<file path="src/rtl/video_filter.sv">
// Three-stage video filter: per-line one-pole horizontal low-pass per colour channel,
// followed by a quality-scaled edge-emphasis term, with a matched sideband delay line.
module video_filter #(
    parameter int Q_SHIFT = 6,
    parameter int LATENCY = 3
) (
    input  logic        clk,
    input  logic        rst_n,
    input  logic [10:0] h_count_in,
    input  logic [9:0]  v_count_in,
    input  logic        active_draw_in,
    input  logic [23:0] pixel_in,
    input  logic [9:0]  cutoff,
    input  logic [9:0]  quality,
    output logic [10:0] h_count_out,
    output logic [9:0]  v_count_out,
    output logic        active_draw_out,
    output logic [23:0] pixel_out
);

    logic [8:0] a_reg;
    logic [5:0] q_reg;
    logic [5:0] q2;

    logic [LATENCY-1:0][10:0] h_pipe;
    logic [LATENCY-1:0][9:0]  v_pipe;
    logic [LATENCY-1:0]       act_pipe;

    // Channel index 2 = R, 1 = G, 0 = B, matching the {R,G,B} bus layout.
    logic [2:0][7:0] pix1;
    logic [2:0][7:0] raw2;
    logic [2:0][7:0] s1;
    logic [2:0][7:0] prev;
    logic [2:0][7:0] s1_next;
    logic [2:0][7:0] y_next;

    logic signed [17:0] diff    [3];
    logic signed [17:0] lp_prod [3];
    logic signed [15:0] slope   [3];
    logic signed [15:0] res_prod[3];
    logic signed [15:0] res_sum [3];

    always_comb begin
        for (int c = 0; c < 3; c++) begin
            diff[c]     = $signed({10'd0, pix1[c]}) - $signed({10'd0, s1[c]});
            lp_prod[c]  = diff[c] * $signed({9'd0, a_reg});
            s1_next[c]  = 8'($signed({10'd0, s1[c]}) + (lp_prod[c] >>> 8));

            slope[c]    = $signed({8'd0, s1[c]}) - $signed({8'd0, prev[c]});
            res_prod[c] = slope[c] * $signed({10'd0, q2});
            res_sum[c]  = $signed({8'd0, s1[c]}) + (res_prod[c] >>> Q_SHIFT);

            if (res_sum[c] < 0)
                y_next[c] = 8'd0;
            else if (res_sum[c] > 255)
                y_next[c] = 8'd255;
            else
                y_next[c] = res_sum[c][7:0];
        end
    end

    // Coefficients are sampled only on the first pixel of a frame so a control change never tears a frame.
    always_ff @(posedge clk or negedge rst_n) begin
        if (!rst_n) begin
            a_reg <= 9'd256;
            q_reg <= 6'd0;
        end else if (h_count_in == 11'd0 && v_count_in == 10'd0) begin
            a_reg <= {1'b0, cutoff[9:2]} + 9'd1;
            q_reg <= quality[9:4];
        end
    end

    // NOTE: every pipeline and filter-state register is cleared by reset so outputs read 0 at once
    // and stale line state can never leak into the first pixels after release.
    always_ff @(posedge clk or negedge rst_n) begin
        if (!rst_n) begin
            h_pipe    <= '0;
            v_pipe    <= '0;
            act_pipe  <= '0;
            pix1      <= '0;
            raw2      <= '0;
            q2        <= '0;
            s1        <= '0;
            prev      <= '0;
            pixel_out <= '0;
        end else begin
            // NOTE: non-blocking assignments let every stage read the previous cycle's values,
            // which is what makes this a true pipeline rather than a chain of wires.
            h_pipe   <= {h_pipe[LATENCY-2:0], h_count_in};
            v_pipe   <= {v_pipe[LATENCY-2:0], v_count_in};
            act_pipe <= {act_pipe[LATENCY-2:0], active_draw_in};
            pix1     <= pixel_in;
            raw2     <= pix1;
            q2       <= q_reg;

            if (act_pipe[0]) begin
                if (h_pipe[0] == 11'd0) begin
                    s1   <= pix1;
                    prev <= pix1;
                end else begin
                    prev <= s1;
                    s1   <= s1_next;
                end
            end

            pixel_out <= act_pipe[1] ? y_next : raw2;
        end
    end

    assign h_count_out     = h_pipe[LATENCY-1];
    assign v_count_out     = v_pipe[LATENCY-1];
    assign active_draw_out = act_pipe[LATENCY-1];

endmodule
</file>
<file path="config.mk">
export PLATFORM = sky130hd
export DESIGN_NAME = video_filter
export DESIGN_NICKNAME = d
export VERILOG_FILES = /design/src/rtl/video_filter.sv
export SDC_FILE = /design/constraint.sdc
export NUM_CORES = 1
export LEC_CHECK = 0
export ABC_AREA = 1
export BUFFER_PORTS_ARGS = -buffer_cell sky130_fd_sc_hd__buf_2
export CORE_MARGIN = 2
export CORE_UTILIZATION = 50
export CTS_CLUSTER_SIZE = 25
export DETAILED_ROUTE_END_ITERATION = 16
export PLACE_DENSITY = 0.7
export SYNTH_ARGS = -nofsm -noshare
export SYNTH_HDL_FRONTEND = slang
export SYNTH_SLANG_ARGS = --single-unit
</file>
<file path="constraint.sdc">
create_clock -name clk -period 8.5 [get_ports clk]
set_input_delay 2.125 -clock clk [delete_from_list [all_inputs] [get_ports clk]]
set_output_delay 2.125 -clock clk [all_outputs]
set_load 0.03 [all_outputs]
</file>
== Word-level counts from Yosys, hierarchy flattened ==
Index checks and enable logic that the tools add are counted.

* Flip-flop bits (word level): 207
* Bits in latches: 0
* Bits in writable memories: 0
* ROM bits: 0
* Input bits: 68
* Output and inout port bits: 46
* Logic and storage cells: 61
* Memories: 0

* Add/sub/neg operators: 13
* $mul: 6
* Divide/modulo/power cells: 0
* Magnitude comparators: 6
* Eq/ne operators: 0
* Shift-type cells: 0
* Mux-type cells: 9
* Bitwise logic cells: 0
* Reduce and logical (&&, ||, !) cells: 4

{| class="wikitable"
|+ Operators by type and width
! cell !! count
|-
| 2-to-1 mux 24 bit || 3
|-
| subtractor 8 x 8 -> 9 bit || 6
|-
| multiplier 9 x 10 -> 16 bit || 3
|-
| multiplier 9 x 7 -> 16 bit || 3
|-
| 2-to-1 mux 8 bit || 6
|-
| adder 9 x 10 -> 11 bit || 3
|-
| greater-than comparator 11 x 9 -> 1 bit, second input constant || 3
|-
| less-than comparator 11 x 1 -> 1 bit, second input constant || 3
|-
| adder 8 bit || 3
|-
| logical NOT 11 bit || 2
|-
| logical NOT 10 bit || 1
|-
| adder 8 x 1 -> 9 bit, second input constant || 1
|-
| logical AND 1 bit || 1
|}

== Depth between registers and ports, before layout ==
* Depth in word-level cells: 7
* Mapped depth: 46
* Depth with buffers taken out: 46

== Worst setup path before layout ==
No wires, ideal clock.

* Path type: flip-flop to flip-flop
* Start: register s1[9] (netlist name)
* End: register s1[15] (netlist name)
* Setup time: 0.077 ns
* Arrival time: 6.557 ns
* Required time: 8.423 ns
* Path slack: 1.865 ns
* Cell stages (with the launch flop): 39
* Buffers on the path: 0
* Period minus slack after synthesis: 6.635 ns
* Cell sequence: dfrtp_1 > inv_1 > fa_1 > nand3_1 > nand2_1 > a21oi_1 > or2_2 > nand2_1 > inv_1 > nand2_1 > fa_1 > fa_1 > inv_1 > fa_1 > fa_1 > inv_1 > fa_1 > inv_1 > [... 3 more ...] > a31oi_1 > o21bai_1 > nand2_1 > nand2_1 > xor2_1 > ha_1 > inv_1 > o21bai_1 > nor2_1 > nand2_1 > nand2_1 > nand2_1 > nand2_1 > nand2_1 > nand3b_1 > nand3_1 > nand3_1 > a21oi_1

* Word-level cells in the longest chain between the ends: 4

{| class="wikitable"
|+ Ends and longest elaborated chain
! element !! line !! RTL
|-
| start: declaration || 32 || <nowiki>logic [2:0][7:0] s1;</nowiki>
|-
| start signal: assignment || 98 || <nowiki>s1 <= pix1;</nowiki>
|-
| start signal: assignment || 102 || <nowiki>s1 <= s1_next;</nowiki>
|-
| subtractor 8 x 8 -> 9 bit || 45 || <nowiki>diff[c] = $signed({10'd0, pix1[c]}) - $signed({10'd0, s1[c]});</nowiki>
|-
| multiplier 9 x 10 -> 16 bit || 46 || <nowiki>lp_prod[c] = diff[c] * $signed({9'd0, a_reg});</nowiki>
|-
| adder 8 bit (*) || 47 || <nowiki>s1_next[c] = 8'($signed({10'd0, s1[c]}) + (lp_prod[c] >>> 8));</nowiki>
|-
| 2-to-1 mux 24 bit (*) || 97 || <nowiki>if (h_pipe[0] == 11'd0) begin</nowiki>
|}

Every way passes the cells marked *; elsewhere a longest branch is shown, timed or not.
A chain may end at the register's enable or synchronous reset.

== Worst setup path in the final report ==
* Start: register s1[10] (netlist name)
* End: register pixel_out[10]

* Word-level cells in the longest chain between the ends: 7
* Elaborated cells on any way between the ends: 8
* Classes of those cells: 2 x add/sub; 1 x mul; 2 x order compare; 3 x mux

{| class="wikitable"
|+ Ends and longest elaborated chain
! element !! line !! RTL
|-
| subtractor 8 x 8 -> 9 bit || 49 || <nowiki>slope[c] = $signed({8'd0, s1[c]}) - $signed({8'd0, prev[c]});</nowiki>
|-
| multiplier 9 x 7 -> 16 bit || 50 || <nowiki>res_prod[c] = slope[c] * $signed({10'd0, q2});</nowiki>
|-
| adder 9 x 10 -> 11 bit (*) || 51 || <nowiki>res_sum[c] = $signed({8'd0, s1[c]}) + (res_prod[c] >>> Q_SHIFT);</nowiki>
|-
| greater-than comparator 11 x 9 -> 1 bit || 55 || <nowiki>else if (res_sum[c] > 255)</nowiki>
|-
| 2-to-1 mux 8 bit || 55 ||
|-
| 2-to-1 mux 8 bit (*) || 53 || <nowiki>if (res_sum[c] < 0)</nowiki>
|-
| 2-to-1 mux 24 bit (*) || 106 || <nowiki>pixel_out <= act_pipe[1] ? y_next : raw2;</nowiki>
|-
| end signal: assignment || 106 ||
|-
| end: declaration || 18 || <nowiki>output logic [23:0] pixel_out</nowiki>
|}

Marks and branches as above.

==> metrics.csv <==
stage;metric;value;unit
worst_setup_path;crit_path_max_fanout;8;
floorplan;start_util;50.7;%
clocking;clock_latency;0.55;ns
clocking;cts_buffers;23;
clocking;postCtsSetupRepairBufs;0;
sta;hold_viol_final;0;
floorplan;die-width;224;um
synth;synth_top_cell_by_area;fa_1;
grt;grt_pass1_wl;94600;um
grt;grt_pass1_vias;19900;
sta;rsz0062_at_grt;no;
synth;ys_seq_area_share;21.4;%
routing;final_antenna_net_count;0;
routing;wl;55400;um
sta;period_minus_slack;7.74;ns
floorplan;io-pin-count;114;
synth;synthMuxAreaShare;0;%
clocking;cts-resized-gates;0;
place;dp_worst_setup_slack;0.855;ns
worst_setup_path;worst_path_max_delay_cell;xor2_1;
routing;via_count;19200;
routing;drtIter0Drc;1047;
outcome;status;completed;
layout;layout.nets;3693;
hold_path;worstHoldStart;v_pipe[10];
worst_setup_path;reg2regPathDepth;37;
synth;yosys.area_share.simple;19.1;%
layout;final_common_cell;nand2_1;
worst_setup_path;endpoint_kind;flop;
worst_setup_path;rr_endpoint;pixel_out[10];
clocking;cts.sinks;207;
synth;synthArstFlopShare;100;%
sta;period_share;91.1;%
synth;syn_nets;3621;
synth;synth_xor_area_share;3.73;%
worst_setup_path;worstReg2RegStart;s1[10];
floorplan;chipHeight;224;um
clocking;root_buffer;clkbuf_16;
worst_setup_path;rrSetupSlack;0.76;ns
floorplan;die_area;50200;um^2
sta;fin_ws;0.759;ns
worst_setup_path;cp_slowest_stage_delay;0.56;ns
layout;fill_cells;4320;
synth;ys_ff_latch;207;
synth;yosys_warnings;0;
worst_setup_path;cp.arrival;8.16;ns
routing;drcViolationCount;0;
hold_path;min_path_type;reg -> reg;
place;hpwl;45300;um
synth;synth_area_leaders;fa_1 23%, dfrtp_1 21%, ha_1 15%, nand2_1 10%, inv_1 9.0%;
worst_setup_path;cp_common_cell;nand2_1;
sta;setup_viol;0;
floorplan;coreArea;47700;um^2
grt;antenna_found_initial;2;
layout;syn_to_final_growth;7.26;%
worst_setup_path;crit_family;adder cells;
worst_setup_path;required;8.92;ns
hold_path;hold_depth;0;
routing;vias_per_cell;5.19;
clocking;cts_max_path_buffers;3;
grt;grt_max_degree;90;
sta;skew;0.0424;ns
routing;first_pass_iters;5;
sta;max_slew_margin;30.1;%
synth;synth_edf_count;0;
grt;grt_overflow;0;
synth;synth_top_flop_cell;dfrtp_1;
layout;layout-drive-gt1-share;6.82;%
grt;track_usage;23.0;%
synth;synthAdderAreaFrac;37.5;%
clocking;holdBufCountCts;0;
routing;wl_per_cell;15.0;um
sta;tns;0;ns
layout;most-common-layout-cells;649 x nand2_1, 582 x inv_1, 289 x ha_1, 288 x nor2_1, 273 x fa_1;
synth;synth_top_cell_area_share;22.6;%
place;port-buffer-count;107;
synth;synth_area;24200;um^2
clocking;clk_pin_slew;0.07;ns
worst_setup_path;cp-start-kind;flop;
run;drv_cap;0;
synth;postSynthCellCount;2991;
worst_setup_path;criticalPathCategory;reg -> reg;
synth;synth_compound_area_share;7.48;%
hold_path;min_to;v_count_out[0];
clocking;cts_htree_levels;1;
floorplan;rows;80;
sta;max_freq;129;MHz
sta;slew_viol_final;0;
worst_setup_path;critPathBufInv;4;
sta;hold_ws;0.342;ns
synth;synth_top_family_by_area;adder cells;
sta;tightest_slew;1.05;ns
synth;synth_cell_types;50;
place;gp_congestion;0.905;
synth;avgSynthCellArea;8.09;um^2
clocking;cts_tree;done;
==> Yosys cell counts, drive strengths merged, types with 3 or more instances <==
cell type,n
o21bai,13
nand3,96
nor4,8
ha,289
nand3b,12
clkbuf,41
a21oi,163
xor2,66
nand2,659
dfrtp,206
a21boi,3
a21o,15
inv,591
a31oi,36
o21ai,77
o21a,5
nor2,290
buf,32
and2,3
nand4,14
nor3,17
xnor2,37
o211ai,4
or2,23
fa,273
clkinv,8
==> worst reg2reg max path: cells and delay by family (launching register included) <==
kind	cells	cell delay [ns]
fa+ha+maj	7	3.11
compound gates	10	1.92
simple gates	15	1.38
xor+xnor	1	0.56
flops	1	0.44
buf+inv	4	0.24
==> through the flow <==
stage          instances  util (%)  area, um^2
6_report            3696      54.4       26000
5_1_grt             3696      54.4       26000
4_1_cts             3693      54.4       26000
3_5_place_dp        3653      52.9       25200
3_3_place_gp        3653      52.9       25200
2_1_floorplan       2991         -       24200
==> final cells by class <==
cell class	count	area, um^2	share of cell area (%)
clock inverters	8	67.6	0.260
well taps	615	769	2.96
inverters	599	2250	8.66
clock buffers	32	639	2.46
diodes	3	7.51	0.0289
repair buffers	120	642	2.47
flip-flops and latches	207	5180	20.0
multi-input cells	2112	16400	63.2
==> cell families after synthesis <==
group | Yosys count
AO/OA/AOI/OAI | 323
XOR/XNOR | 103
adder cells (fa/ha/maj) | 562
buffers and inverters | 672
flip-flops | 207
AND/OR/NAND/NOR | 1124
==> how the worst max path moves through the flow <==
stage,slack (ns),depth (start not counted),to,startpoint
4_1_cts,0.84,37,pixel_out[10],s1[10]
3_5_place_dp,0.85,37,pixel_out[10],s1[10]
3_3_place_gp,0.97,37,pixel_out[10],s1[10]
5_1_grt,0.23,37,pixel_out[13],s1[10]
6_report,0.76,37,pixel_out[10],s1[10]
2_1_floorplan,1.87,38,s1[15],s1[9]
==> metal layers <==
metal / up-vias / wire, um / global-route usage (%)
met5: - / 0 / 0
met4: 0 / 1420 / 6.84
met3: 92 / 2940 / 2.51
met2: 479 / 26000 / 38.4
met1: 9245 / 25100 / 31.6
li1: 9367 / - / -
Power is left out: the tool's default activity adds up to more than one toggle a clock period on the data nets, which glitch-free logic cannot reach.
